File: config.mk
export PLATFORM = sky130hd
export DESIGN_NAME = dft_frame_buffer
export DESIGN_NICKNAME = d
export VERILOG_FILES = /design/src/rtl/dft_frame_buffer.sv
export SDC_FILE = /design/constraint.sdc
export NUM_CORES = 1
export LEC_CHECK = 0
export ABC_AREA = 1
export BUFFER_PORTS_ARGS = -buffer_cell sky130_fd_sc_hd__buf_2
export CAP_MARGIN = 30
export CORE_MARGIN = 1.5
export CORE_UTILIZATION = 49
export DETAILED_ROUTE_END_ITERATION = 12
export PLACE_DENSITY = 0.71
export SLEW_MARGIN = 20
export SYNTH_ARGS = -nofsm -noshare
export SYNTH_HDL_FRONTEND = slang
export SYNTH_SLANG_ARGS = --single-unit
export TNS_END_PERCENT = 30
File: constraint.sdc
create_clock -name clk -period 3.45 [get_ports clk]
set_input_delay 0.69 -clock clk [delete_from_list [all_inputs] [get_ports clk]]
set_output_delay 0.69 -clock clk [all_outputs]
set_load 0.1 [all_outputs]
File: src/rtl/dft_frame_buffer.sv
`default_nettype none
// ============================================================================
// Module   : dft_frame_buffer
// Purpose  : Streaming framer ahead of the DFT core. Collects FRAME_N samples
//            per frame and emits a new frame every HOP samples (overlap when
//            HOP < FRAME_N). Optional partial-frame flush: FRAME_FLUSH_EN.
// Revision : 1.0
// ============================================================================
module dft_frame_buffer #(
  parameter int DATA_W  = 32,
  parameter int FRAME_N = 8,
  parameter int HOP     = 8,
  parameter int SEQ_W   = 8
) (
  input  logic                        clk,
  input  logic                        rst,
`ifdef FRAME_FLUSH_EN
  input  logic                        flush,
`endif
  input  logic                        in_valid,
  output logic                        in_ready,
  input  logic [DATA_W-1:0]           in_data,
  output logic                        out_valid,
  input  logic                        out_ready,
  output logic [FRAME_N*DATA_W-1:0]   out_frame,
  output logic [SEQ_W-1:0]            out_seq
);

  localparam int c_HIST_W = (FRAME_N - 1) * DATA_W;
  localparam int c_CNT_W  = $clog2(FRAME_N + 1);
  localparam logic [c_CNT_W-1:0] c_FILL_LEN = c_CNT_W'(FRAME_N);
  localparam logic [c_CNT_W-1:0] c_HOP_LEN  = c_CNT_W'(HOP);
  localparam logic [c_CNT_W-1:0] c_CNT_ONE  = c_CNT_W'(1);
  localparam logic [SEQ_W-1:0]   c_SEQ_ONE  = SEQ_W'(1);

  typedef enum logic [0:0] {
    ST_FILL   = 1'b0,
    ST_STEADY = 1'b1
  } state_t;

  state_t                      r_state;
  // The newest FRAME_N-1 samples; the incoming sample completes the window.
  logic [c_HIST_W-1:0]         r_hist;
  logic [c_CNT_W-1:0]          r_cnt;
  logic                        r_out_valid;
  logic [FRAME_N*DATA_W-1:0]   r_out_frame;
  logic [SEQ_W-1:0]            r_out_seq;

  logic                        w_out_free;
  logic                        w_drain;
  logic                        w_accept;
  logic                        w_complete;
  logic [c_CNT_W-1:0]          w_cnt_inc;
  logic [c_CNT_W-1:0]          w_target;
  logic [c_HIST_W-1:0]         w_hist_next;
  logic [FRAME_N*DATA_W-1:0]   w_frame_full;

  assign w_out_free = ~r_out_valid | out_ready;
  assign w_drain    = r_out_valid & out_ready;

`ifdef FRAME_FLUSH_EN
  // Sample just shifted out of r_hist: slot 0 of the full window, needed only
  // when a partial window is flushed.
  logic [DATA_W-1:0]           r_oldest;
  logic                        w_flush_go;

  assign w_flush_go = flush & (r_cnt != '0) & w_out_free;
  assign in_ready   = w_out_free & ~w_flush_go;
`else
  assign in_ready   = w_out_free;
`endif

  assign w_accept     = in_valid & in_ready;
  assign w_cnt_inc    = r_cnt + c_CNT_ONE;
  assign w_target     = (r_state == ST_FILL) ? c_FILL_LEN : c_HOP_LEN;
  assign w_complete   = w_accept & (w_cnt_inc == w_target);
  assign w_frame_full = {in_data, r_hist};

  generate
    if (FRAME_N == 2) begin : g_hist_single
      assign w_hist_next = in_data;
    end else begin : g_hist_shift
      assign w_hist_next = {in_data, r_hist[c_HIST_W-1:DATA_W]};
    end
  endgenerate

  always_ff @(posedge clk) begin
    if (rst) begin
      r_state     <= ST_FILL;
      r_hist      <= '0;
      r_cnt       <= '0;
      r_out_valid <= 1'b0;
      r_out_frame <= '0;
      r_out_seq   <= '0;
`ifdef FRAME_FLUSH_EN
      r_oldest    <= '0;
`endif
    end else begin
      if (w_drain) begin
        r_out_seq   <= r_out_seq + c_SEQ_ONE;
        r_out_valid <= 1'b0;
      end
`ifdef FRAME_FLUSH_EN
      if (w_flush_go) begin
        // FILL: unfilled older slots are still zero; STEADY: overlap kept.
        r_out_frame <= {r_hist, r_oldest};
        r_out_valid <= 1'b1;
        r_hist      <= '0;
        r_oldest    <= '0;
        r_cnt       <= '0;
        r_state     <= ST_FILL;
      end else
`endif
      if (w_accept) begin
        r_hist <= w_hist_next;
`ifdef FRAME_FLUSH_EN
        r_oldest <= r_hist[DATA_W-1:0];
`endif
        if (w_complete) begin
          r_out_frame <= w_frame_full;
          r_out_valid <= 1'b1;
          r_cnt       <= '0;
          r_state     <= ST_STEADY;
        end else begin
          r_cnt <= w_cnt_inc;
        end
      end
    end
  end

  assign out_valid = r_out_valid;
  assign out_frame = r_out_frame;
  assign out_seq   = r_out_seq;

endmodule
`default_nettype wire

# After elaboration in Yosys (flattened, before gate mapping)
# Cells that the tools add are included.
[totals]
reg_bits = 493
inputBits = 36
out_inout_bits = 266
elab_cells = 18
[classes]
n_addsub = 2
eq_ne = 1
muxes = 4
bitwise = 5
reduce_logical = 1
[ops]
columns = ["op", "count"]
rows = [
  ["8-bit by 1-bit adder with 8-bit output (second input constant)", 1],
  ["4-bit by 1-bit adder with 4-bit output (second input constant)", 1],
  ["4-bit equality test (second input constant)", 1],
  ["4-bit two-way mux", 1],
  ["1-bit AND", 3],
  ["1-bit two-way mux", 3],
  ["2-bit AND reduction", 1],
  ["1-bit NOT", 1],
  ["1-bit OR", 1],
]

# Logic depth before layout (Yosys ltp)
# Gate-level depths: netlist (run 1).
[depth]
word_depth = 6
ltp_mapped = 11
depth_no_buf = 9

# Least setup slack after synthesis (run 1)
# OpenSTA, ideal clock, no wires.
[synth_timing]
kind = "register -> register"
startpoint = "register r_out_valid (netlist: out_valid)"
endpoint = "register r_hist[100]"
setup_ns = 0.119
t_arrival_ns = 2.531
required_ns = 3.331
setup_slack_ns = 0.799
stages_incl_launch_ff = 7
period_less_slack_ns = 2.651
path_cell_list = "dfxtp_1 -> nand2_2 -> nand2_2 -> buf_2 -> clkbuf_1 -> buf_2 -> a21oi_1"
[synth_via]
elab_chain_cells = 3
[synth_lines]
columns = ["element", "line", "text"]
rows = [
  ["start: declaration", "45", "logic r_out_valid;"],
  ["start signal: assignment", "92", "r_out_valid <= 1'b0;"],
  ["start signal: assignment", "101", "r_out_valid <= 1'b0;"],
  ["start signal: assignment", "121", "r_out_valid <= 1'b1;"],
  ["1-bit NOT", "58", "assign w_out_free = ~r_out_valid | out_ready;"],
  ["1-bit OR", "58", ""],
  ["via in_ready", "21", "output logic in_ready,"],
  ["1-bit AND", "73", "assign w_accept = in_valid & in_ready;"],
  ["end signal: assignment", "115", "r_hist <= w_hist_next;"],
  ["end: declaration", "43", "logic [c_HIST_W-1:0] r_hist;"],
]
# The timed path passes the listed nets, and every way through them passes these cells.
# A chain may end at the register's enable or synchronous reset.

# Worst setup path after layout (run 1)
[layout_timing]
startpoint = "register r_cnt[0]"
endpoint = "register r_out_frame[136] (netlist: out_frame[136])"
[layout_via]
elab_chain_cells = 4
[layout_lines]
columns = ["element", "line", "text"]
rows = [
  ["start: declaration", "44", "logic [c_CNT_W-1:0] r_cnt;"],
  ["start signal: assignment", "125", "r_cnt <= w_cnt_inc;"],
  ["4-bit by 1-bit adder with 4-bit output", "74", "assign w_cnt_inc = r_cnt + c_CNT_ONE;"],
  ["4-bit equality test", "76", "assign w_complete = w_accept & (w_cnt_inc == w_target);"],
  ["1-bit AND", "76", ""],
  ["2-bit AND reduction (no source line)", "--", ""],
  ["end signal: assignment", "120", "r_out_frame <= w_frame_full;"],
  ["end: declaration", "46", "logic [FRAME_N*DATA_W-1:0] r_out_frame;"],
]
# No other way between the ends.

==> summary.md, run 1 <==
| Metric | Value |
|---|---|
| Clock slew at reported path FFs | `~0.07 ns` |
| Io pins | `approximately 300` |
| Clock power share | `0.473` |
| Internal power | `just under 10 mW` |
| Final WS setup | `about 1.2 ns` |
| Largest net degree at the start of global routing | `between 200 and 300` |
| Sequential share of the synthesized area | `0.522` |
| Max frequency | `between 0.4 and 0.5 GHz` |
| CP top delay family | `simple AND/OR/NAND/NOR gates` |
| Hold crit path type | `input port to flop` |
| Setup tns final | `0 ns` |
| Hold Path Depth | `3` |
| Min cycle time layout | `about 2.3 ns` |
| Fraction of layout cells with a size suffix above 1 | `0.155` |
| Status | `finished, final reports clean` |
| Final instance area | `around 22,000 µm²` |
| RD Place Congestion | `between 0.8 and 0.9` |
| Vias per cell | `around 5.3` |
| GR Util All Layers | `0.261` |
| Mean Syn Cell Area | `about 7.5 µm²` |
| Worst hold start | `in_data[22]` |
| Critical path arrival | `2.75 ns` |
| Worst setup EP type | `flop` |
| Yosys cell types | `22` |
| Period utilisation layout | `0.659` |
| WP buf/inv | `1` |
| Synth top area cells | `dfxtp_1, nor2_1, nand4_1` |
| Unrepaired setup endpoints after global routing | `false` |
| PD cells | `~570 nW/µm²` |
| Slowest-stage cell, CP | `buf_12` |
| Largest area contributor in the netlist | `dfxtp_1` |
| CTS sink cnt | `just under 500` |
| Commonest cells in the synthesized netlist | `nor2_1, dfxtp_1, nand2_1, inv_1, nand4_1` |
| Initial antenna violation count | `1` |
| Clk_lat worst skew | `0.58 ns` |
| Pwr Total | `12.8 mW` |
| P_leak | `approximately 9.7 nW` |
| Pins Over Slew Limit | `0` |
| Number of global-route vias before repair | `15,725` |
| Hold violation total from the final report | `0` |
| Clock Tree Root | `clkbuf_16` |
| # rows | `71` |
| Async SR Flop Fraction | `0` |
| WL/cell | `between 15 and 20 µm` |
| EDFF count, synth | `0` |
| Clock skew | `~0.016 ns` |
| Core Box Area | `37,800 µm²` |
| Hold_buf cts | `0` |
| CP most frequent cell | `nand4_1` |
| Post-synth top area share | `0.522` |
| Die footprint | `39,800 µm²` |
| Die H | `around 200 µm` |
| Final core utilization | `0.589` |
| Count leader, synth | `nor2_1` |
| Syn Nets | `2,553` |
| #FFs+latches synth | `493` |
| Clk buf depth | `3` |
| Chip width | `200 µm` |
| Largest fanout on the critical path | `257` |
| Total gr overflow | `0` |
| Post-CTS resize count | `0` |
| Layout area overhead | `17.8%` |
| R2R Setup Slk | `1.18 ns` |
| Worst Reg-to-Reg Cells | `6` |
| Port bufs | `approximately 300` |
| Mapped cell area | `approximately 19,000 µm²` |
| Switching Fraction | `0.229` |
| Post-CTS Setup Bufs | `0` |
| TritonCTS clock tree | `built` |
| Max-Cap Viols | `0` |
| H-tree depth | `2` |
| Nets | `2,712` |
| DRC viols | `0` |
| Syn. warnings | `0` |
| Sw power | `between 2 and 3 mW` |
| ANT cells | `0` |
| Critical path class | `flop to flop` |
| First-pass GRT wire length | `82.2 mm` |
| DP Worst Slack | `about 0.95 ns` |
| DP HPWL | `approximately 35 mm` |
| Via count | `17,011` |
| Cells after synthesis | `roughly 2,500` |
| CP Launch Type | `flop` |
| Reg power frac | `0.467` |
| Worst-path cell chain | `nand4_1 -> nand2_4 -> buf_12 -> nand4_1 -> nand2_1 -> nor2_1` |
| Maximum VDD drop | `around 0.00037 V` |
| Setup violators final | `0` |
| Combinational Power Share | `0.060` |
| First-pass DRT Iterations | `5` |
| Num CTS Buffers | `49` |
| Normalized max-slew margin | `0.132` |
| R2R Path Start | `r_cnt[0]` |
| WP data required | `between 3 and 4 ns` |
| Slowest stage delay, CP | `0.73 ns` |
| Drt total wl | `52.8 mm` |
| R2r endpoint | `out_frame[136]` |
| Antenna viol nets, final | `0` |
| Initial Util | `0.500` |
| Placed cell area | `between 20,000 and 25,000 µm²` |
| Synth Flop Type | `dfxtp_1` |
| Initial DRC count | `1,427` |
| WHS Endpoint | `r_hist[214]` |
| Worst-Margin Slew | `roughly 1.3 ns` |
## sequential cells by signal, indices dropped and copies added (netlist names)
register,cells
out_frame,256
out_seq,8
out_valid,1
r_cnt,4
r_hist,224
## tightest hold or removal path, stage by stage
cell     delay (ns)
buf_2          0.08
o21ai_0        0.07
a21oi_1        0.10
## logic make-up after synthesis
logic type	count (synthesis)	synth area share
AO/OA/AOI/OAI	460	0.122
adder cells (fa/ha/maj)	3	0.00198
buffers and inverters	488	0.106
flip-flops	493	0.522
AND/OR/NAND/NOR	1070	0.248
## worst max path at each step
stage / from / slack, ns / cells after the start / end
global placement: out_ready / 1.02 / 10 / out_frame[207]
global route: r_cnt[0] / 0.96 / 10 / out_frame[205]
CTS: r_cnt[0] / 1.13 / 10 / out_frame[205]
floorplan: out_valid / 0.80 / 6 / r_hist[100]
finish: r_cnt[0] / 1.18 / 6 / out_frame[136]
detailed placement: out_ready / 0.95 / 10 / out_frame[205]
## layout make-up
type                    instances  area, µm²
fillers                      3577      15600
flip-flops and latches        493       9870
multi-input cells            1533       7070
repair buffers                325       1810
clock buffers                  68       1460
inverters                     271       1030
well taps                     511        639
clock inverters                23        403
## stage by stage
stage | std cells | hold slack, ns
floorplan | 2514 | 0.430
CTS | 3224 | 0.386
global route | 3224 | 0.437
finish | 3224 | 0.409
global placement | 3133 | 0.441
detailed placement | 3133 | 0.445
## cell usage in the layout (no fill, tap or decap), drive strengths merged, types with 2 or more instances in the layout
| cell type | instances |
|---|---|
| bufinv | 11 |
| nand4 | 258 |
| a21oi | 229 |
| buf | 325 |
| nor3 | 5 |
| clkinv | 9 |
| dfxtp | 493 |
| nand3 | 5 |
| nand2 | 277 |
| o21ai | 229 |
| nor2 | 524 |
| inv | 272 |
| clkinvlp | 2 |
| clkbuf | 68 |
| ha | 3 |
## routing by layer
layer / up-vias / wire length (µm) / GRT usage
met4: 2 / 2180 / 0.121
met1: 7904 / 21700 / 0.325
met3: 113 / 3740 / 0.0532
li1: 8469 / - / -
met5: - / 13 / 0
met2: 523 / 25100 / 0.434
## power groups by stage
stage | registers (mW) | clock network (mW) | logic [mW]
5_1_grt | 5.98 | 6.37 | 0.863
6_report | 5.96 | 6.04 | 0.770
3_5_place_dp | 6.09 | 0 | 0.763
3_3_place_gp | 6.08 | 0 | 0.752
2_1_floorplan | 6.06 | 0 | 0.547
4_1_cts | 5.96 | 6.12 | 0.767
(Power assumes the default switching activity.)
==> inputs of run 2 (changes only) <==
--- a/config.mk
+++ b/config.mk
@@ -5,13 +5,13 @@
 export SDC_FILE = /design/constraint.sdc
 export NUM_CORES = 1
 export LEC_CHECK = 0
-export ABC_AREA = 1
+export ABC_AREA = 0
 export BUFFER_PORTS_ARGS = -buffer_cell sky130_fd_sc_hd__buf_2
 export CAP_MARGIN = 30
 export CORE_MARGIN = 1.5
 export CORE_UTILIZATION = 49
 export DETAILED_ROUTE_END_ITERATION = 12
-export PLACE_DENSITY = 0.71
+export PLACE_DENSITY = 0.74
 export SLEW_MARGIN = 20
 export SYNTH_ARGS = -nofsm -noshare
 export SYNTH_HDL_FRONTEND = slang
==> constraint.sdc (replaced) <==
create_clock -name clk -period 2 [get_ports clk]
set_input_delay 0.4 -clock clk [delete_from_list [all_inputs] [get_ports clk]]
set_output_delay 0.4 -clock clk [all_outputs]
set_load 0.1 [all_outputs]
==> run 2 against run 1 <==
Compared with the run above: the run now ends with design-rule violations left; worst setup slack worse by 1.1 ns; clock skew is 0.0029 ns higher; hold slack lost 0.32 ns; critical path depth increased by 2; largest cell class unchanged; clock power grew 48%; routed wire length rose by 1.2%; sequential cell count stayed put; synthesized area is 5.9% lower; global-route usage increased by 1.4 points; maximum frequency rose by 18%; count of clock-buffer cells in the layout increased by 14.
==> summary.md, run 2 <==
| Metric | Value |
|---|---|
| Synth Flop Type | `dfxtp_1` |
| Met2 Usage GRT | `0.448 (+0.0139)` |
| Io pins | `302 (unchanged)` |
| Port bufs | `301 (unchanged)` |
| Status | `complete, but fails checks` |
| Largest fanout on the critical path | `50 (-81%)` |
| Vias per cell | `5.70 (+8.1%)` |
| R2R Path Start | `r_cnt[0]` |
| RD Place Congestion | `0.903 (+5.4%)` |
| Cells after synthesis | `2,205 (-12%)` |
| Inst Count DP | `2,817 (-10%)` |
| DP HPWL | `35.5 mm (+2.4%)` |
| Final WS setup | `0.0699 ns (-1.11 ns)` |
| Final instance area | `21,600 µm² (-3.1%)` |
| Clk_lat worst skew | `0.58 ns (about the same)` |
| Die footprint | `37,500 µm² (-5.8%)` |
| Max reg flops | `256 (unchanged)` |
| Core Box Area | `35,700 µm² (-5.8%)` |
| Syn. warnings | `0 (unchanged)` |
| EDFF count, synth | `0 (unchanged)` |
| Maximum VDD drop | `0.000765 V (+110%)` |
| Yosys cell types | `24 (+9.1%)` |
| Initial DRC count | `1,300 (-8.9%)` |
| DP Worst Slack | `0.0204 ns (-0.933 ns)` |
| Synth top area cells | `dfxtp_1, a21oi_1, nand2_1` |
| Total gr overflow | `0 (unchanged)` |
| Clock Tree Root | `clkbuf_16` |
| GR Util All Layers | `0.275 (+0.0137)` |
| Layout area overhead | `21.3%` |
| WP data required | `2.44 ns (-1.48 ns)` |
| Worst hold start | `in_data[3]` |
| PD cells | `903 nW/µm² (+58%)` |
| Max frequency | `0.518 GHz (+18%)` |
| Mean Syn Cell Area | `8.07 µm² (+7.3%)` |
| Number of global-route vias before repair | `15,618 (-0.68%)` |
| Critical path class | `flop to flop` |
| Nets | `2,450 (-9.7%)` |
| Critical path arrival | `2.37 ns (-0.38 ns)` |
| Clock slew at reported path FFs | `0.06 ns (about the same)` |
| Worst-Margin Slew | `0.551 ns (-0.751 ns)` |
| Worst setup EP type | `flop` |
| Syn Nets | `2,244 (-12%)` |
| Clock skew | `0.0193 ns (+0.00287 ns)` |
| Mapped cell area | `17,800 µm² (-5.9%)` |
| Largest area contributor in the netlist | `dfxtp_1` |
| Pwr Total | `19.5 mW (+53%)` |
| Period utilisation layout | `0.965 (+0.306)` |
| Fraction of layout cells with a size suffix above 1 | `0.186 (+0.0305)` |
| Non-filler cells, final | `2,913 (-9.6%)` |
| TritonCTS clock tree | `built` |
| WL/cell | `18.3 µm (+12%)` |
| Worst hold margin | `0.0874 ns (-0.321 ns)` |
| First-pass DRT Iterations | `9 (+4)` |
| Setup violators final | `0 (unchanged)` |
| Hold crit path type | `input port to flop` |
| Failing checks | `design-rule violations` |
| Via count | `16,617 (-2.3%)` |
| Largest net degree at the start of global routing | `101 (-61%)` |
| CTS sink cnt | `493 (unchanged)` |
| Unrepaired setup endpoints after global routing | `true` |
| # rows | `69 (-2.8%)` |
| Placed cell area | `20,000 µm² (-2.2%)` |
| Hold violation total from the final report | `0 (unchanged)` |
| Met1 usage | `0.347 (+0.0219)` |
| Leading cell type in the layout, fill and taps excluded | `dfxtp_1` |
| Async SR Flop Fraction | `0 (unchanged)` |
| H-tree depth | `2 (unchanged)` |
| Die H | `194 µm (-3.0%)` |
| Most frequent cells in the layout | `dfxtp_1, a21oi_1, nand2_1, buf_2, nand3_1` |
| Sequential share of the synthesized area | `0.554 (+0.0327)` |
| CP Launch Type | `flop` |
| First-pass GRT wire length | `83.9 mm (+2.0%)` |
| Normalized max-slew margin | `0.635 (+0.503)` |
| Antenna viol nets, final | `0 (unchanged)` |
| Drt total wl | `53.4 mm (+1.2%)` |
| Max-Cap Viols | `0 (unchanged)` |
| Initial antenna violation count | `1 (unchanged)` |
| Clk buf depth | `3 (unchanged)` |
| R2R Setup Slk | `0.07 ns (-1.11 ns)` |
| Count leader, synth | `dfxtp_1` |
| P_leak | `8.05 nW (-17%)` |
| Initial Util | `0.499 (-0.000649)` |
| Met3 Resource Use GR | `0.0673 (+0.0142)` |
| Pins Over Slew Limit | `0 (unchanged)` |
| Chip width | `194 µm (-3.0%)` |
| Critical path launch point | `r_cnt[0]` |
| Min cycle time layout | `1.93 ns (-0.343 ns)` |
| GRT Max-Usage Layer | `met2` |
| DRC viols | `16 (+16)` |
| Post-synth top area share | `0.554 (+0.0327)` |
| #FFs+latches synth | `493 (unchanged)` |
| Num CTS Buffers | `49 (unchanged)` |
| Commonest cells in the synthesized netlist | `dfxtp_1, a21oi_1, nand2_1, nand3_1, o21ai_0` |
run 2: cells by family after synthesis:
group	Yosys count	share of synthesized area
DFF	493	0.554
AOI/OAI and AO/OA	741	0.209
xor gates and xnor gates	11	0.00583
adders and majority gates	3	0.00211
muxes	1	0.000562
and+or+nand+nor	736	0.175
buffers and inverters	220	0.0533
run 2: area by class of cell:
class                   count  area, µm²
multi-input cells        1493       7050
well taps                 461        577
clock inverters             9       51.3
flip-flops and latches    493       9870
fillers                  3183      14000
diodes                      1       2.50
repair buffers            374       2540
clock buffers              82       1510
run 2: power breakdown:
group,internal (mW),total (mW),switching [mW],leakage [nW]
sequential,9.89,9.97,0.0778,3.98
combinational,0.178,0.612,0.433,3.31
clock,5.14,8.94,3.79,0.769
run 2: repair_timing:
action | 4_1_cts | 5_1_grt
pin swaps | 0 | 2
cloned | 0 | 2
hold buffers | 0 | 0
setup endpoints to repair | 1 | 169
setup buffers | 0 | 2
gates resized for setup | 1 | 9
run 2: stage by stage:
stage / utilization / TNS (ns)
global placement: 0.560 / 0
CTS: 0.604 / 0
detailed placement: 0.560 / 0
floorplan: - / 0
finish: 0.606 / 0
global route: 0.606 / -0.0528
run 2: metal layers:
metal	up-vias	wire length [µm]
li1	7927	-
met1	7911	21300
met2	655	25300
met3	124	4610
met4	0	2190
met5	-	0
run 2: critical path, stage by stage (launching register included):
cell and delay [ns]:
dfxtp_1 0.36, ha_1 0.26, xnor2_2 0.20, nand4_1 0.12, buf_4 0.18, buf_6 0.15
buf_12 0.18, o21ai_0 0.23, a21oi_1 0.11
run 2: path summary, 6_finish.rpt:
kind / cells after the start / to
max: 8 / out_frame[216]
min: 3 / r_hist[195]
max reg2reg: 8 / out_frame[216]
min reg2reg: 2 / r_hist[14]
